--- config.mk ---
export PLATFORM = sky130hd
export DESIGN_NAME = nonce_dispatch_ctrl
export DESIGN_NICKNAME = d
export VERILOG_FILES = /design/src/rtl/bitcoin_pkg.sv /design/src/rtl/rr_arbiter.sv /design/src/rtl/nonce_dispatch_ctrl.sv
export SDC_FILE = /design/constraint.sdc
export NUM_CORES = 2
export LEC_CHECK = 0
export BUFFER_PORTS_ARGS = -buffer_cell sky130_fd_sc_hd__clkbuf_2
export CAP_MARGIN = 20
export CORE_AREA = 2 2 461 463
export DETAILED_ROUTE_END_ITERATION = 8
export DIE_AREA = 0 0 463 465
export PLACE_DENSITY = 0.37
export SKIP_CTS_REPAIR_TIMING = 1
export SYNTH_ARGS = -nofsm -noshare
export SYNTH_HDL_FRONTEND = slang
export SYNTH_SLANG_ARGS = --single-unit
--- constraint.sdc ---
create_clock -name clk -period 22.1 [get_ports clk]
set_input_delay 1.105 -clock clk [delete_from_list [all_inputs] [get_ports clk]]
set_output_delay 1.105 -clock clk [all_outputs]
set_load 0.02 [all_outputs]
--- src/rtl/bitcoin_pkg.sv ---
`default_nettype none
// ----------------------------------------------------------------------------
// bitcoin_pkg : shared types, widths and helpers for the hash engine
// Rev 1.0
// ----------------------------------------------------------------------------
package bitcoin_pkg;

  localparam int NONCE_W = 32;
  localparam int WORD_W  = 32;
  localparam int ADDR_W  = 16;

  typedef enum logic [1:0] {
    IDLE = 2'd0,
    RUN  = 2'd1,
    DONE = 2'd2
  } ctrl_state_t;

  // Index of the lowest set bit; zero when nothing is set (caller checks |vec).
  function automatic logic [4:0] lowest_set_idx(input logic [31:0] vec);
    logic [4:0] idx;
    idx = '0;
    for (int i = 31; i >= 0; i--) begin
      if (vec[i]) idx = 5'(i);
    end
    return idx;
  endfunction

endpackage
`default_nettype wire

--- src/rtl/rr_arbiter.sv ---
`default_nettype none
// ----------------------------------------------------------------------------
// rr_arbiter : round-robin arbiter, search starts one past the last grant
// Rev 1.0
// ----------------------------------------------------------------------------
module rr_arbiter #(
  parameter int N  = 16,
  parameter int IW = (N > 1) ? $clog2(N) : 1
) (
  input  logic          clk,
  input  logic          reset_n,
  input  logic [N-1:0]  i_req,
  output logic [N-1:0]  o_grant,
  output logic [IW-1:0] o_grant_idx,
  output logic          o_valid
);

  logic [IW-1:0] r_ptr;
  logic [IW:0]   w_cand;

  always_comb begin
    o_grant     = '0;
    o_grant_idx = '0;
    o_valid     = 1'b0;
    w_cand      = '0;
    for (int i = 0; i < N; i++) begin
      w_cand = {1'b0, r_ptr} + (IW+1)'(i);
      if (w_cand >= (IW+1)'(N)) w_cand = w_cand - (IW+1)'(N);
      if (!o_valid && i_req[w_cand[IW-1:0]]) begin
        o_valid     = 1'b1;
        o_grant_idx = w_cand[IW-1:0];
      end
    end
    if (o_valid) o_grant[o_grant_idx] = 1'b1;
  end

  always_ff @(posedge clk or negedge reset_n) begin
    if (!reset_n) begin
      r_ptr <= '0;
    end else if (o_valid) begin
      r_ptr <= (o_grant_idx == IW'(N-1)) ? '0 : o_grant_idx + 1'b1;
    end
  end

endmodule
`default_nettype wire

--- src/rtl/nonce_dispatch_ctrl.sv ---
`default_nettype none
// ----------------------------------------------------------------------------
// nonce_dispatch_ctrl : hands nonces to idle hash cores, writes results back
// Rev 1.0
// ----------------------------------------------------------------------------
module nonce_dispatch_ctrl
  import bitcoin_pkg::*;
#(
  parameter int NUM_CORES = 16,
  parameter int IDX_W     = 16
) (
  input  logic                          clk,
  input  logic                          reset_n,
  input  logic                          i_start,
  input  logic [NONCE_W-1:0]            i_nonce_base,
  input  logic [IDX_W-1:0]              i_nonce_count,
  input  logic [ADDR_W-1:0]             i_output_addr,
  output logic                          o_busy,
  output logic                          o_done,
  output logic [NUM_CORES-1:0]          o_core_start,
  output logic [NONCE_W*NUM_CORES-1:0]  o_core_nonce,
  input  logic [NUM_CORES-1:0]          i_core_done,
  input  logic [WORD_W*NUM_CORES-1:0]   i_core_hash,
  output logic [NUM_CORES-1:0]          o_core_ack,
  output logic                          o_mem_clk,
  output logic                          o_mem_we,
  output logic [ADDR_W-1:0]             o_mem_addr,
  output logic [WORD_W-1:0]             o_mem_write_data
);

  localparam int CIW = $clog2(NUM_CORES);

  ctrl_state_t          r_state;
  ctrl_state_t          w_next_state;

  logic [NONCE_W-1:0]   r_base;
  logic [IDX_W-1:0]     r_count;
  logic [ADDR_W-1:0]    r_out_addr;
  logic [IDX_W-1:0]     r_issued;

  logic [NUM_CORES-1:0] r_core_busy;
  logic [NUM_CORES-1:0] r_core_start;
  logic [NUM_CORES-1:0] r_core_ack;
  logic [NONCE_W-1:0]   r_core_nonce [NUM_CORES];
  logic [IDX_W-1:0]     r_offset     [NUM_CORES];

  logic                 r_mem_we;
  logic [ADDR_W-1:0]    r_mem_addr;
  logic [WORD_W-1:0]    r_mem_data;

  logic                 w_accept;
  logic                 w_issue;
  logic                 w_job_complete;
  logic [31:0]          w_idle_ext;
  logic [4:0]           w_disp_sel;
  logic [NUM_CORES-1:0] w_disp_onehot;
  logic [NUM_CORES-1:0] w_req;
  logic [NUM_CORES-1:0] w_grant;
  logic [CIW-1:0]       w_grant_idx;
  logic                 w_grant_valid;
  logic [WORD_W-1:0]    w_core_hash  [NUM_CORES];

  genvar gk;
  generate
    for (gk = 0; gk < NUM_CORES; gk++) begin : g_core_io
      assign w_core_hash[gk]                      = i_core_hash[gk*WORD_W +: WORD_W];
      assign o_core_nonce[gk*NONCE_W +: NONCE_W]  = r_core_nonce[gk];
    end
  endgenerate

  assign w_accept = i_start && ((r_state == IDLE) || (r_state == DONE));

  // Dispatch: lowest-index idle core takes the next nonce offset.
  always_comb begin
    w_idle_ext                = '0;
    w_idle_ext[NUM_CORES-1:0] = ~r_core_busy;
  end

  assign w_disp_sel = lowest_set_idx(w_idle_ext);
  assign w_issue    = (r_state == RUN) && (r_issued < r_count) && (|(~r_core_busy));

  always_comb begin
    w_disp_onehot = '0;
    for (int k = 0; k < NUM_CORES; k++) begin
      w_disp_onehot[k] = w_issue && (w_disp_sel == 5'(k));
    end
  end

  // A core in its ack cycle is masked so it cannot be granted twice.
  assign w_req = i_core_done & r_core_busy & ~r_core_ack;

  rr_arbiter #(
    .N  (NUM_CORES),
    .IW (CIW)
  ) u_rr_arbiter (
    .clk         (clk),
    .reset_n     (reset_n),
    .i_req       (w_req),
    .o_grant     (w_grant),
    .o_grant_idx (w_grant_idx),
    .o_valid     (w_grant_valid)
  );

  // A grant this cycle is a write still in flight; done waits until it lands.
  assign w_job_complete = (r_issued == r_count) && !(|r_core_busy) && !w_grant_valid;

  always_ff @(posedge clk or negedge reset_n) begin
    if (!reset_n) r_state <= IDLE;
    else          r_state <= w_next_state;
  end

  always_comb begin
    w_next_state = r_state;
    case (r_state)
      IDLE:    if (w_accept)       w_next_state = RUN;
      RUN:     if (w_job_complete) w_next_state = DONE;
      DONE:    if (w_accept)       w_next_state = RUN;
      default:                     w_next_state = IDLE;
    endcase
  end

  always_comb begin
    o_busy = 1'b0;
    o_done = 1'b0;
    case (r_state)
      RUN:     o_busy = 1'b1;
      DONE:    o_done = 1'b1;
      default: ;
    endcase
  end

  always_ff @(posedge clk or negedge reset_n) begin
    if (!reset_n) begin
      r_base       <= '0;
      r_count      <= '0;
      r_out_addr   <= '0;
      r_issued     <= '0;
      r_core_busy  <= '0;
      r_core_start <= '0;
      r_core_ack   <= '0;
      r_mem_we     <= 1'b0;
      r_mem_addr   <= '0;
      r_mem_data   <= '0;
      for (int k = 0; k < NUM_CORES; k++) begin
        r_core_nonce[k] <= '0;
        r_offset[k]     <= '0;
      end
    end else begin
      r_core_start <= w_disp_onehot;
      r_core_ack   <= w_grant;
      r_core_busy  <= (r_core_busy | w_disp_onehot) & ~w_grant;
      r_mem_we     <= w_grant_valid;
      if (w_grant_valid) begin
        r_mem_addr <= r_out_addr + ADDR_W'(r_offset[w_grant_idx]);
        r_mem_data <= w_core_hash[w_grant_idx];
      end
      if (w_accept) begin
        r_base     <= i_nonce_base;
        r_count    <= i_nonce_count;
        r_out_addr <= i_output_addr;
        r_issued   <= '0;
      end else if (w_issue) begin
        r_issued   <= r_issued + 1'b1;
      end
      for (int k = 0; k < NUM_CORES; k++) begin
        if (w_disp_onehot[k]) begin
          r_core_nonce[k] <= r_base + NONCE_W'(r_issued);
          r_offset[k]     <= r_issued;
        end
      end
    end
  end

  assign o_core_start     = r_core_start;
  assign o_core_ack       = r_core_ack;
  assign o_mem_clk        = clk;
  assign o_mem_we         = r_mem_we;
  assign o_mem_addr       = r_mem_addr;
  assign o_mem_write_data = r_mem_data;

endmodule
`default_nettype wire

After elaboration in Yosys (flattened, before gate mapping)
Index checks and enable logic that the tools add are counted.

storage, ports and cells
  flip-flop bits (word level) = 951
  bits of input ports = 595

cells by class
  magnitude comparators = 36
  multiplexer cells = 113
  reductions and logical operators = 62
  eq/ne operators = 21
  bitwise logic cells = 8
  add/subtract/negate cells = 35

operators by type and width
  operator               number
  $mux 4                 34
  $bmux 32 s4            1
  $lt 4x5->1 const B     17
  $ge 5x5->1 const B     16
  $mux 16                5
  $mux 5                 15
  $bmux 1 s4             16
  $bmux 16 s4            1
  $mux 32                2
  $sub 4x1->4 const B    16
  $and 16x16->16         3
  $not 16->16            3
  $add 4x4->5 const B    8
  $eq 5x4->1 const B     8
  $logic_and 1x1->1      37
  $mux 1                 35
  $add 32x16->32         1
  $reduce_or 16->1       2
  $add 4x3->5 const B    4
  $eq 5x3->1 const B     4
  $logic_not 1->1        17
  $add 16x1->16 const B  1
  $add 16x16->16         1
  $eq 16x16->1           1
  24 further kinds       27

Longest topological paths before layout
  word-level depth = 57
  mapped depth = 40

Modules after synthesis
From an unflattened synthesis, not the netlist that was laid out.

unflattened totals
  cells, all modules = 3,306
  area, all modules = 47,072.6 sq um

modules (own cells, without submodules)
  module               area each (sq um)  instances  sequential area each (sq um)  cells each
  nonce_dispatch_ctrl  43,703.2           1          23,697.7                      2,957
  rr_arbiter           3,369.5            1          100.1                         349

==> flow_metrics.env <==
export IMPL_cap_violations=0
export IMPL_antenna_found_initial=57
export IMPL_worst_setup_path_end_kind="primary output"
export IMPL_path_class="clock port to primary output"
export IMPL_critPathRequiredTime_ns=21.00
export IMPL_syn2layout_area_growth_pct=27.49
export IMPL_rows=169
export IMPL_outcome="finished clean"
export IMPL_drc_errors=0
export IMPL_clk_pin_slew_worst_paths_ns=0.06
export IMPL_grt_pass1_vias=41310
export IMPL_cts_buffers=114
export IMPL_grt_pass1_wl_mm=349.7
export IMPL_fp_dieH_um=465
export IMPL_rsz0062_at_grt="false"
export IMPL_yosysUniqueCellTypes=80
export IMPL_yosys_top_cells_count="nand2_1 (1226), dfrtp_1 (951), o21ai_0 (495), mux2i_1 (331), clkbuf_1 (252)"
export IMPL_grt_max_degree=113
export IMPL_netlist_area_mm2=0.04719
export IMPL_antenna_left=0
export IMPL_drt_vias_per_instance=4.620
export IMPL_dp_hpwl_mm=188.1
export IMPL_drive_gt1_frac=0.3054
export IMPL_crit_arrival_ns=11.91
export IMPL_dpl_cell_count=8561
export IMPL_nets=6512
export IMPL_fin_area_mm2=0.06016
export IMPL_ys_flop_type="dfrtp_1"
export IMPL_ios=1191
export IMPL_synth_ff_latch_count=951
export IMPL_syn_num_nets=5471
export IMPL_netlist_top_cell_by_area="dfrtp_1"
export IMPL_crit_fanout=18
export IMPL_port_buffers=1190
export IMPL_grt_use_total=0.2294
export IMPL_critPathMaxStageDelay_ns=0.28
export IMPL_start_util=0.2238
export IMPL_drv_slew=0
export IMPL_synthArstFlopShare=1.000
export IMPL_final_instance_count_excl_fill=8791
export IMPL_critPathLaunchType="clock port"
export IMPL_gp_congestion=0.9721
export IMPL_cts_tree="built"
export IMPL_setup_tns_ns=0
export IMPL_crit_chain="clkbuf_16 -> clkbuf_16 -> clkbuf_16 -> clkbuf_2"
export IMPL_num_vias=40610
export IMPL_synth_edf_count=0
export IMPL_relSlewSlack=0.06684
export IMPL_dieWidth_um=463
export IMPL_synth_area_per_cell_um2=9.800
export IMPL_clock_root_buffer="clkbuf_16"
export IMPL_core_area_mm2=0.2108
export IMPL_insertion_delay_ns=0.79
export IMPL_clockBufferDepth=3
export IMPL_max_slew_worst_pin_slew_ns=1.400
export IMPL_yosys_warnings=0
export IMPL_path_common_cell="clkbuf_16"
export IMPL_hold_viol_final=0
export IMPL_seq_area_frac_synth=0.5043
export IMPL_grt_ovfl_total=0
export IMPL_wl_per_cell_um=28.85
export IMPL_synthCells=4815
export IMPL_place_area_mm2=0.05625
export IMPL_wl_mm=253.6
export IMPL_yosys_top_cells_area="dfrtp_1 (50%), nand2_1 (9.8%), mux2i_1 (7.0%)"
export IMPL_cpMaxStageDelayCell="clkbuf_16"
export IMPL_ff2ff_path_depth=31
export IMPL_setup_violations=0
export IMPL_fin_worst_skew_ns=0.08912
export IMPL_drtIter0Drc=2585
export IMPL_h_tree_depth=3
export IMPL_netlist_area_leader_share=0.5043
export IMPL_drtPass1Iterations=5
export IMPL_holdCritPathClass="primary input to async pin"
export IMPL_yosysMostFrequentCell="nand2_1"
export IMPL_dieArea_mm2=0.2153
==> kinds of logic (layout without fill, tap and decap cells) <==
family                   Yosys count  after routing  share of synthesized area
AND/OR/NAND/NOR                 1728           1728                     0.1534
AO/OA/AOI/OAI                    979            979                     0.1265
flip-flops                       951            951                     0.5043
multiplexers                     560            560                     0.1427
buffers and inverters            470           1604                    0.04402
XOR/XNOR                          66             66                    0.01257
adder cells (fa/ha/maj)           61             61                    0.01649
other                              0             21                          0
==> sequential cells by signal, indices dropped and copies added, names as in the netlist <==
signal	count
o_mem_addr	16
r_out_addr	16
o_mem_we	1
r_issued	16
o_core_ack	16
r_count	16
u_rr_arbiter.r_ptr	4
r_core_busy	16
r_offset	256
r_state	2
o_core_start	16
o_mem_write_data	32
o_core_nonce	512
r_base	32
==> worst max-delay path, delay by kind of cell <==
kind                   cells  cell delay (ns)
buffers and inverters      4             0.84
==> final timing paths <==
kind | to | startpoint | slack, ns
setup / recovery | o_mem_clk | clk | 9.09
hold / removal | o_core_nonce[495]$_DFFE_PN0P_ | reset_n | 0.36
setup reg to reg | o_mem_addr[15]$_DFFE_PN0N_ | u_rr_arbiter.r_ptr[0]$_DFFE_PN0N_ | 11.82
hold reg to reg | r_offset[100]$_DFFE_PN0P_ | r_offset[100]$_DFFE_PN0P_ | 0.46
max in group asynchronous | o_core_start[6]$_DFF_PN0_ | reset_n | 17.96
min in group clk | r_offset[100]$_DFFE_PN0P_ | r_offset[100]$_DFFE_PN0P_ | 0.46
==> stage by stage <==
stage	hold slack (ns)	util	setup WS [ns]
final	0.3647	0.2853	9.088
after global routing	0.3926	0.2852	9.041
after CTS	0.3538	0.2851	9.039
after detailed placement	0.4544	0.2668	9.815
after global placement	0.4485	0.2667	9.815
after floorplan	0.4380	-	9.811
==> metal layers <==
metal  vias up  track usage  part of all wire
met2      1408       0.3994              0.50
met5         -            0           0.00037
met3       279      0.07183             0.077
met1     20280       0.2603              0.38
li1      18630            -                 -
met4        18      0.09106             0.041
==> layout make-up <==
cell class              count  area [µm²]
inverters                  93       354.1
clock buffers             167        3283
fillers                 22500      150700
clock inverters            43       578.1
flip-flops and latches    951       23800
repair buffers           1301        6847
diodes                     21       52.55
well taps                2821        3530
multi-input cells        3394       21710
==> layout by cell type (no fill, tap or decap), types with 16 or more instances in the layout <==
cell type  Yosys  final
diode_2        0     21
o211ai_1      22     22
mux4_2        71     71
xor2_1        33     16
and3_1        40     40
inv_1         90     90
a21oi_1      162    162
dfrtp_1      951    951
o21ai_0      495    495
clkbuf_8       0     23
clkbuf_2       2   1189
and2_1        37     36
buf_4         19    109
nand2_1     1226   1226
and2_0        33     33
a211oi_1      70     70
a221oi_2      32     32
nand4_1       23     23
nor2_1       221    212
mux2i_1      331    331
clkbuf_1     252     29
a31oi_1       83     83
nand3_1       47     46
and3b_1       16     16
nand3b_1      16     16
clkbuf_16      0    114
mux2_2       152    152
clkinv_2       0     21
ha_1          59     59
xnor2_1       31     21
a22o_1        33     33
Power is not shown: default switching activity piles up to over one toggle a cycle in this logic, so the estimate is an artifact.
